`config.mk`:
```
export PLATFORM = sky130hd
export DESIGN_NAME = ysyx_23060240_mem_arbiter_flat
export DESIGN_NICKNAME = d
export VERILOG_FILES = /design/src/rtl/ysyx_23060240_mem_arbiter_pkg.sv /design/src/rtl/ysyx_23060240_mem_arbiter_if.sv /design/src/rtl/ysyx_23060240_mem_arbiter_rr_arb2.sv /design/src/rtl/ysyx_23060240_mem_arbiter.sv /design/src/flat_wrapper.sv
export SDC_FILE = /design/constraint.sdc
export NUM_CORES = 1
export LEC_CHECK = 0
export ABC_AREA = 1
export BUFFER_PORTS_ARGS = -buffer_cell sky130_fd_sc_hd__buf_2
export CAP_MARGIN = 20
export CORE_AREA = 2 2 125 127
export DETAILED_ROUTE_END_ITERATION = 10
export DIE_AREA = 0 0 127 129
export GPL_ROUTABILITY_DRIVEN = 1
export HOLD_SLACK_MARGIN = 0.05
export PLACE_DENSITY = 0.73
export SKIP_LAST_GASP = 1
export SYNTH_ARGS = -nofsm -noshare
export SYNTH_HDL_FRONTEND = slang
export SYNTH_SLANG_ARGS = --single-unit
```
`constraint.sdc`:
```
create_clock -name clk -period 2 [get_ports clk]
set_clock_uncertainty 0.1 [all_clocks]
set_input_delay 0.1 -clock clk [delete_from_list [all_inputs] [get_ports clk]]
set_output_delay 0.1 -clock clk [all_outputs]
set_load 0.1 [all_outputs]
```
`src/rtl/ysyx_23060240_mem_arbiter_pkg.sv`:
```
// Shared types and constants for the IFU/LSU memory-port arbiter.
// The ERR state is reachable only when MEM_ARB_TIMEOUT_EN is defined.
package ysyx_23060240_mem_pkg;

    localparam int DEF_ADDR_W         = 32;
    localparam int DEF_DATA_W         = 32;
    localparam int DEF_TIMEOUT_CYCLES = 255;

    localparam logic OWNER_IFU = 1'b0;
    localparam logic OWNER_LSU = 1'b1;

    typedef enum logic [1:0] {
        IDLE = 2'd0,
        SEND = 2'd1,
        WAIT = 2'd2,
        ERR  = 2'd3
    } arb_state_e;

endpackage

```
`src/rtl/ysyx_23060240_mem_arbiter_if.sv`:
```
// Valid/ready request + response bundle shared by the IFU, LSU and memory sides.
interface ysyx_23060240_mem_arbiter_if
    import ysyx_23060240_mem_pkg::*;
#(
    parameter int ADDR_W = DEF_ADDR_W,
    parameter int DATA_W = DEF_DATA_W
);
    logic                  req_valid;
    logic                  req_ready;
    logic [ADDR_W-1:0]     addr;
    logic                  wen;
    logic [DATA_W-1:0]     wdata;
    logic [DATA_W/8-1:0]   wmask;
    logic                  rsp_valid;
    logic                  rsp_ready;
    logic [DATA_W-1:0]     rdata;
    logic                  rsp_err;

    modport master (
        output req_valid, addr, wen, wdata, wmask, rsp_ready,
        input  req_ready, rsp_valid, rdata, rsp_err
    );

    modport slave (
        input  req_valid, addr, wen, wdata, wmask, rsp_ready,
        output req_ready, rsp_valid, rdata, rsp_err
    );
endinterface

```
`src/rtl/ysyx_23060240_mem_arbiter_rr_arb2.sv`:
```
// Two-way combinational round-robin grant: a lone requester always wins,
// on a tie the requester that was not granted last wins.
module ysyx_23060240_rr_arb2
    import ysyx_23060240_mem_pkg::*;
(
    input  logic req_0,
    input  logic req_1,
    input  logic last_owner,
    output logic gnt_0,
    output logic gnt_1
);

    // Grant selection
    always_comb begin
        gnt_0 = 1'b0;
        gnt_1 = 1'b0;
        if (req_0 && req_1) begin
            if (last_owner == OWNER_LSU) begin
                gnt_0 = 1'b1;
            end else begin
                gnt_1 = 1'b1;
            end
        end else if (req_0) begin
            gnt_0 = 1'b1;
        end else if (req_1) begin
            gnt_1 = 1'b1;
        end else begin
            gnt_0 = 1'b0;
            gnt_1 = 1'b0;
        end
    end

endmodule

```
`src/rtl/ysyx_23060240_mem_arbiter.sv`:
```
// Shares one memory port between IFU and LSU, one transaction at a time.
// Optional response watchdog with ERR state: define MEM_ARB_TIMEOUT_EN.
module ysyx_23060240_mem_arbiter
    import ysyx_23060240_mem_pkg::*;
#(
    parameter int ADDR_W         = DEF_ADDR_W,
    parameter int DATA_W         = DEF_DATA_W,
    parameter int TIMEOUT_CYCLES = DEF_TIMEOUT_CYCLES
) (
    input  logic                               clk,
    input  logic                               rst_n,
    ysyx_23060240_mem_arbiter_if.slave         ifu,
    ysyx_23060240_mem_arbiter_if.slave         lsu,
    ysyx_23060240_mem_arbiter_if.master        mem,
    output logic                               busy,
    output logic                               owner
);

`ifdef MEM_ARB_TIMEOUT_EN
    localparam logic IDLE_RSP_READY = 1'b1;
`else
    localparam logic IDLE_RSP_READY = 1'b0;
`endif

    arb_state_e          state_r, state_nxt_s;
    logic                owner_r;
    logic                busy_r;
    logic                req_valid_r;
    logic [ADDR_W-1:0]   addr_r;
    logic                wen_r;
    logic [DATA_W-1:0]   wdata_r;
    logic [DATA_W/8-1:0] wmask_r;

    logic idle_s, gnt_ifu_s, gnt_lsu_s, ifu_acc_s, lsu_acc_s;
    logic own_rsp_ready_s, wd_expired_s;

    ysyx_23060240_rr_arb2 u_rr_arb2 (
        .req_0      (ifu.req_valid),
        .req_1      (lsu.req_valid),
        .last_owner (owner_r),
        .gnt_0      (gnt_ifu_s),
        .gnt_1      (gnt_lsu_s)
    );

    // Ready is withheld while reset is asserted so nothing is accepted then.
    assign idle_s          = (state_r == IDLE) && rst_n;
    assign ifu.req_ready   = idle_s && gnt_ifu_s;
    assign lsu.req_ready   = idle_s && gnt_lsu_s;
    assign ifu_acc_s       = ifu.req_valid && ifu.req_ready;
    assign lsu_acc_s       = lsu.req_valid && lsu.req_ready;
    assign own_rsp_ready_s = (owner_r == OWNER_LSU) ? lsu.rsp_ready : ifu.rsp_ready;

    assign mem.req_valid = req_valid_r;
    assign mem.addr      = addr_r;
    assign mem.wen       = wen_r;
    assign mem.wdata     = wdata_r;
    assign mem.wmask     = wmask_r;
    assign busy          = busy_r;
    assign owner         = owner_r;

`ifdef MEM_ARB_TIMEOUT_EN
    localparam int CNT_W = ($clog2(TIMEOUT_CYCLES + 1) > 8) ? $clog2(TIMEOUT_CYCLES + 1) : 8;
    logic [CNT_W-1:0] wd_cnt_r;

    // Watchdog: cleared while the request is being sent, counts silent WAIT cycles.
    always_ff @(posedge clk or negedge rst_n) begin
        if (!rst_n) begin
            wd_cnt_r <= '0;
        end else if (state_r == SEND) begin
            wd_cnt_r <= '0;
        end else if ((state_r == WAIT) && !mem.rsp_valid) begin
            wd_cnt_r <= wd_cnt_r + {{(CNT_W-1){1'b0}}, 1'b1};
        end
    end

    assign wd_expired_s = (wd_cnt_r == CNT_W'(TIMEOUT_CYCLES - 1));
`else
    assign wd_expired_s = 1'b0;
`endif

    // Next-state logic
    always_comb begin
        state_nxt_s = state_r;
        case (state_r)
            IDLE: begin
                if (ifu_acc_s || lsu_acc_s) state_nxt_s = SEND;
                else                        state_nxt_s = IDLE;
            end
            SEND: begin
                if (mem.req_ready) state_nxt_s = WAIT;
                else               state_nxt_s = SEND;
            end
            WAIT: begin
                if (mem.rsp_valid && own_rsp_ready_s) state_nxt_s = IDLE;
                else if (!mem.rsp_valid && wd_expired_s) state_nxt_s = ERR;
                else state_nxt_s = WAIT;
            end
            ERR: begin
                if (own_rsp_ready_s) state_nxt_s = IDLE;
                else                 state_nxt_s = ERR;
            end
            default: state_nxt_s = IDLE;
        endcase
    end

    // Response routing back to the current owner
    always_comb begin
        ifu.rsp_valid = 1'b0;
        ifu.rsp_err   = 1'b0;
        ifu.rdata     = {DATA_W{1'b0}};
        lsu.rsp_valid = 1'b0;
        lsu.rsp_err   = 1'b0;
        lsu.rdata     = {DATA_W{1'b0}};
        mem.rsp_ready = IDLE_RSP_READY;
        case (state_r)
            WAIT: begin
                mem.rsp_ready = own_rsp_ready_s;
                if (owner_r == OWNER_LSU) begin
                    lsu.rsp_valid = mem.rsp_valid;
                    lsu.rsp_err   = mem.rsp_err;
                    lsu.rdata     = mem.rdata;
                end else begin
                    ifu.rsp_valid = mem.rsp_valid;
                    ifu.rsp_err   = mem.rsp_err;
                    ifu.rdata     = mem.rdata;
                end
            end
`ifdef MEM_ARB_TIMEOUT_EN
            ERR: begin
                if (owner_r == OWNER_LSU) begin
                    lsu.rsp_valid = 1'b1;
                    lsu.rsp_err   = 1'b1;
                end else begin
                    ifu.rsp_valid = 1'b1;
                    ifu.rsp_err   = 1'b1;
                end
            end
`endif
            default: mem.rsp_ready = IDLE_RSP_READY;
        endcase
    end

    // State, owner and the registered downstream request
    always_ff @(posedge clk or negedge rst_n) begin
        if (!rst_n) begin
            state_r     <= IDLE;
            owner_r     <= OWNER_IFU;
            busy_r      <= 1'b0;
            req_valid_r <= 1'b0;
            addr_r      <= '0;
            wen_r       <= 1'b0;
            wdata_r     <= '0;
            wmask_r     <= '0;
        end else begin
            state_r     <= state_nxt_s;
            busy_r      <= (state_nxt_s != IDLE);
            req_valid_r <= (state_nxt_s == SEND);
            if (lsu_acc_s) begin
                owner_r <= OWNER_LSU;
                addr_r  <= lsu.addr;
                wen_r   <= lsu.wen;
                wdata_r <= lsu.wdata;
                wmask_r <= lsu.wmask;
            end else if (ifu_acc_s) begin
                owner_r <= OWNER_IFU;
                addr_r  <= ifu.addr;
                wen_r   <= 1'b0;
                wdata_r <= ifu.wdata;
                wmask_r <= '0;
            end
        end
    end

endmodule

```
`src/flat_wrapper.sv`:
```
// flat-port wrapper written by rule: the top's interface ports become plain ports
module ysyx_23060240_mem_arbiter_flat import ysyx_23060240_mem_pkg::*;
#(
    parameter int ADDR_W         = DEF_ADDR_W,
    parameter int DATA_W         = DEF_DATA_W,
    parameter int TIMEOUT_CYCLES = DEF_TIMEOUT_CYCLES
)
  (clk, rst_n, busy, owner, ifu_req_valid, ifu_addr, ifu_wen, ifu_wdata, ifu_wmask, ifu_rsp_ready, ifu_req_ready, ifu_rsp_valid, ifu_rdata, ifu_rsp_err, lsu_req_valid, lsu_addr, lsu_wen, lsu_wdata, lsu_wmask, lsu_rsp_ready, lsu_req_ready, lsu_rsp_valid, lsu_rdata, lsu_rsp_err, mem_req_valid, mem_addr, mem_wen, mem_wdata, mem_wmask, mem_rsp_ready, mem_req_ready, mem_rsp_valid, mem_rdata, mem_rsp_err);
  ysyx_23060240_mem_arbiter_if #(.ADDR_W(ADDR_W), .DATA_W(DATA_W)) ifu_i ();
  ysyx_23060240_mem_arbiter_if #(.ADDR_W(ADDR_W), .DATA_W(DATA_W)) lsu_i ();
  ysyx_23060240_mem_arbiter_if #(.ADDR_W(ADDR_W), .DATA_W(DATA_W)) mem_i ();
  input  logic clk;
  input  logic rst_n;
  output logic busy;
  output logic owner;
  input wire logic [$bits(ifu_i.req_valid)-1:0] ifu_req_valid;
  input wire logic [$bits(ifu_i.addr)-1:0] ifu_addr;
  input wire logic [$bits(ifu_i.wen)-1:0] ifu_wen;
  input wire logic [$bits(ifu_i.wdata)-1:0] ifu_wdata;
  input wire logic [$bits(ifu_i.wmask)-1:0] ifu_wmask;
  input wire logic [$bits(ifu_i.rsp_ready)-1:0] ifu_rsp_ready;
  output wire logic [$bits(ifu_i.req_ready)-1:0] ifu_req_ready;
  output wire logic [$bits(ifu_i.rsp_valid)-1:0] ifu_rsp_valid;
  output wire logic [$bits(ifu_i.rdata)-1:0] ifu_rdata;
  output wire logic [$bits(ifu_i.rsp_err)-1:0] ifu_rsp_err;
  input wire logic [$bits(lsu_i.req_valid)-1:0] lsu_req_valid;
  input wire logic [$bits(lsu_i.addr)-1:0] lsu_addr;
  input wire logic [$bits(lsu_i.wen)-1:0] lsu_wen;
  input wire logic [$bits(lsu_i.wdata)-1:0] lsu_wdata;
  input wire logic [$bits(lsu_i.wmask)-1:0] lsu_wmask;
  input wire logic [$bits(lsu_i.rsp_ready)-1:0] lsu_rsp_ready;
  output wire logic [$bits(lsu_i.req_ready)-1:0] lsu_req_ready;
  output wire logic [$bits(lsu_i.rsp_valid)-1:0] lsu_rsp_valid;
  output wire logic [$bits(lsu_i.rdata)-1:0] lsu_rdata;
  output wire logic [$bits(lsu_i.rsp_err)-1:0] lsu_rsp_err;
  output wire logic [$bits(mem_i.req_valid)-1:0] mem_req_valid;
  output wire logic [$bits(mem_i.addr)-1:0] mem_addr;
  output wire logic [$bits(mem_i.wen)-1:0] mem_wen;
  output wire logic [$bits(mem_i.wdata)-1:0] mem_wdata;
  output wire logic [$bits(mem_i.wmask)-1:0] mem_wmask;
  output wire logic [$bits(mem_i.rsp_ready)-1:0] mem_rsp_ready;
  input wire logic [$bits(mem_i.req_ready)-1:0] mem_req_ready;
  input wire logic [$bits(mem_i.rsp_valid)-1:0] mem_rsp_valid;
  input wire logic [$bits(mem_i.rdata)-1:0] mem_rdata;
  input wire logic [$bits(mem_i.rsp_err)-1:0] mem_rsp_err;
  assign ifu_i.req_valid = ifu_req_valid;
  assign ifu_i.addr = ifu_addr;
  assign ifu_i.wen = ifu_wen;
  assign ifu_i.wdata = ifu_wdata;
  assign ifu_i.wmask = ifu_wmask;
  assign ifu_i.rsp_ready = ifu_rsp_ready;
  assign ifu_req_ready = ifu_i.req_ready;
  assign ifu_rsp_valid = ifu_i.rsp_valid;
  assign ifu_rdata = ifu_i.rdata;
  assign ifu_rsp_err = ifu_i.rsp_err;
  assign lsu_i.req_valid = lsu_req_valid;
  assign lsu_i.addr = lsu_addr;
  assign lsu_i.wen = lsu_wen;
  assign lsu_i.wdata = lsu_wdata;
  assign lsu_i.wmask = lsu_wmask;
  assign lsu_i.rsp_ready = lsu_rsp_ready;
  assign lsu_req_ready = lsu_i.req_ready;
  assign lsu_rsp_valid = lsu_i.rsp_valid;
  assign lsu_rdata = lsu_i.rdata;
  assign lsu_rsp_err = lsu_i.rsp_err;
  assign mem_req_valid = mem_i.req_valid;
  assign mem_addr = mem_i.addr;
  assign mem_wen = mem_i.wen;
  assign mem_wdata = mem_i.wdata;
  assign mem_wmask = mem_i.wmask;
  assign mem_rsp_ready = mem_i.rsp_ready;
  assign mem_i.req_ready = mem_req_ready;
  assign mem_i.rsp_valid = mem_rsp_valid;
  assign mem_i.rdata = mem_rdata;
  assign mem_i.rsp_err = mem_rsp_err;
  ysyx_23060240_mem_arbiter #(.ADDR_W(ADDR_W), .DATA_W(DATA_W), .TIMEOUT_CYCLES(TIMEOUT_CYCLES)) u_core (.clk(clk), .rst_n(rst_n), .ifu(ifu_i), .lsu(lsu_i), .mem(mem_i), .busy(busy), .owner(owner));
endmodule
```
==> impl_metrics.env <==
export IMPL_status="complete, no violations"
export IMPL_cts_buffers=9
export IMPL_whs_ns=0.0727
export IMPL_fp_dieW_um=127
export IMPL_drc=0
export IMPL_yosys_area_top_type_share_pct=40.0
export IMPL_drtIter0Drc=391
export IMPL_synth_cells=723
export IMPL_cp_required_ns=1.80
export IMPL_synthFlopType="dfrtp_1"
export IMPL_grt_setup_unrepaired="true"
export IMPL_fmax_mhz=515
export IMPL_areaGrowthSynthToFinish_pct=107
export IMPL_synth_distinct_cells=17
export IMPL_ios=322
export IMPL_place_gp_congestion=0.793
export IMPL_power_density_nw_per_um2=1670
export IMPL_synth_area_um2=4630
export IMPL_synth_fp_nets=902
export IMPL_yosysSeqAreaShare_pct=40.0
export IMPL_ant_nets=0
export IMPL_max_slew_margin_pct=37.3
export IMPL_cts_max_level=3
export IMPL_fin_util_pct=63.9
export IMPL_grt_max_degree=75
export IMPL_start_util_pct=30.9
export IMPL_hpwl_um=12900
export IMPL_dieArea_um2=16400
export IMPL_fin_crit_sh_pct=97.1
export IMPL_cts_tree="done"
export IMPL_synth_warnings=0
export IMPL_portBuffers=316
export IMPL_drv_slew=0
export IMPL_synth_seq_cells=74
export IMPL_final_hold_violation_count=0
export IMPL_crit_type="reg2out"
export IMPL_synthTopCellsByArea="dfrtp_1, nand3_1, inv_1"
export IMPL_core_um2=15000
export IMPL_p_total_mw=16.0
export IMPL_grt_pass1_wl_um=32400
export IMPL_synth_commonest_cells="nand3_1, inv_1, nand2_1, dfrtp_1, nor2_1"
export IMPL_end_kind="output port"
export IMPL_maxCapViolCount=0
export IMPL_clk_latency_ns=0.33
export IMPL_routed_via_density=4.76
export IMPL_drt_first_pass_iters=5
export IMPL_clk_pin_slew_worst_paths_ns=0.06
export IMPL_period_needed_ns=1.94
export IMPL_cp_max_fo=34
export IMPL_grtUsageTotal_pct=25.2
export IMPL_synth_avg_cell_area_um2=6.40
export IMPL_synth_edff_count=0
export IMPL_die_h_um=129
export IMPL_antenna_found_initial=4
export IMPL_clock_sinks=74
export IMPL_critPathLaunchType="register"
export IMPL_yosysMostFrequentCell="nand3_1"
export IMPL_tightest_slew_ns=0.941
export IMPL_ys_async_sr_fraction_pct=100
export IMPL_vias=6421
export IMPL_wire_per_inst_um=15.6
export IMPL_ir_drop_mv=1.24
export IMPL_synth_area_leader_cell="dfrtp_1"
export IMPL_wirelength_um=21100
export IMPL_dp_cells=1193
export IMPL_grt_pass1_vias=6415
export IMPL_nNetsFinal=1332
export IMPL_overflow=0
export IMPL_leakage_nw=5.31
export IMPL_instances_no_fill=1349
export IMPL_worstPathArrival_ns=1.74
export IMPL_setup_violations=0
export IMPL_clockBufferDepth=2
export IMPL_rows=45
export IMPL_final_layout_size_suffix_gt1_share_pct=37.1
export IMPL_hold_path_class="in2reg"
export IMPL_cts_root_buf="clkbuf_16"
-- flip-flops by register name, summed over array words and instances, names as in the netlist --
signal                count
u_core.owner              1
u_core.mem.addr          32
u_core.mem.wdata         32
u_core.busy               1
u_core.state_r            2
u_core.mem.req_valid      1
u_core.mem.wmask          4
u_core.mem.wen            1
-- logic make-up after synthesis --
family          synth area share [%]
flops                           40.0
simple gates                    40.2
buf+inv                         19.4
compound gates                 0.486
-- power breakdown --
group	switching, mW	internal, mW	total [mW]
registers	0.423	2.21	2.63
logic	9.21	2.51	11.7
clock network	0.693	0.988	1.68
total	10.3	5.70	16.0
-- placed cells by master (no fill, tap or decap), drive strengths merged --
master and n:
buf 332, dlygate4sd3 135, nand2 153, a21boi 1, nor2 71, o21ai 1, clkinv 2, nand3b 2
dfrtp 74, inv 173, nand3 199, diode 3, a21oi 2, bufinv 1, clkbuf 9, clkinvlp 3
-- worst max-delay path: stages (launching register included) --
cell	delay [ns]
dfrtp_1	0.41
inv_2	0.07
nand2_1	0.07
inv_1	0.15
nand2_2	0.08
buf_12	0.22
nor2_2	0.20
buf_12	0.20
-- repair_timing --
action / in CTS / in global routing
pin swaps: 0 / 1
gates resized for setup: 1 / 7
hold buffers: 135 / 0
setup endpoints to repair: 1 / 8
buffers inserted: 0 / 2
endpoints found under the hold margin: 144 / 0
-- final cells by class --
type	count	area (um2)
Clock inverter	7	83.8
Inverter	172	653
Clock buffer	9	225
Tap cell	188	235
Timing Repair Buffer	467	4190
Antenna cell	3	7.51
Multi-Input combinational cell	429	2320
Sequential cell	74	1860
Fill cell	1117	5400
-- final timing paths --
check                                       startpoint                              end  slack, ns  depth (start not counted)
setup reg to reg           u_core.state_r[0]$_DFF_PN0_  u_core.mem.addr[20]$_DFFE_PN0P_       0.17                          8
setup / recovery           u_core.state_r[0]$_DFF_PN0_                     ifu_rdata[0]       0.06                          7
max in group asynchronous                        rst_n         u_core.owner$_DFFE_PN0P_       0.64                          3
min in group asynchronous                        rst_n  u_core.mem.wmask[1]$_DFFE_PN0P_       0.49                          3
hold reg to reg             u_core.mem.wen$_DFFE_PN0P_       u_core.mem.wen$_DFFE_PN0P_       0.40                          2
hold / removal                            lsu_addr[20]  u_core.mem.addr[20]$_DFFE_PN0P_       0.07                          5
-- stage by stage --
stage	setup WS, ns	area (um2)	TNS (ns)
2_1_floorplan	-0.325	5040	-5.97
3_3_place_gp	0.313	7860	0
3_5_place_dp	0.282	7860	0
4_1_cts	0.000773	9530	0
5_1_grt	-0.0389	9570	-0.0579
6_report	0.0588	9570	0
-- per-layer routing --
layer	up-vias	share of wire (%)	global-route usage, %
li1	3033	-	-
met1	2870	34	26.6
met2	427	52	45.4
met3	91	7.8	5.53
met4	0	5.9	16.7
met5	-	0	0
(Power assumes the default switching activity.)
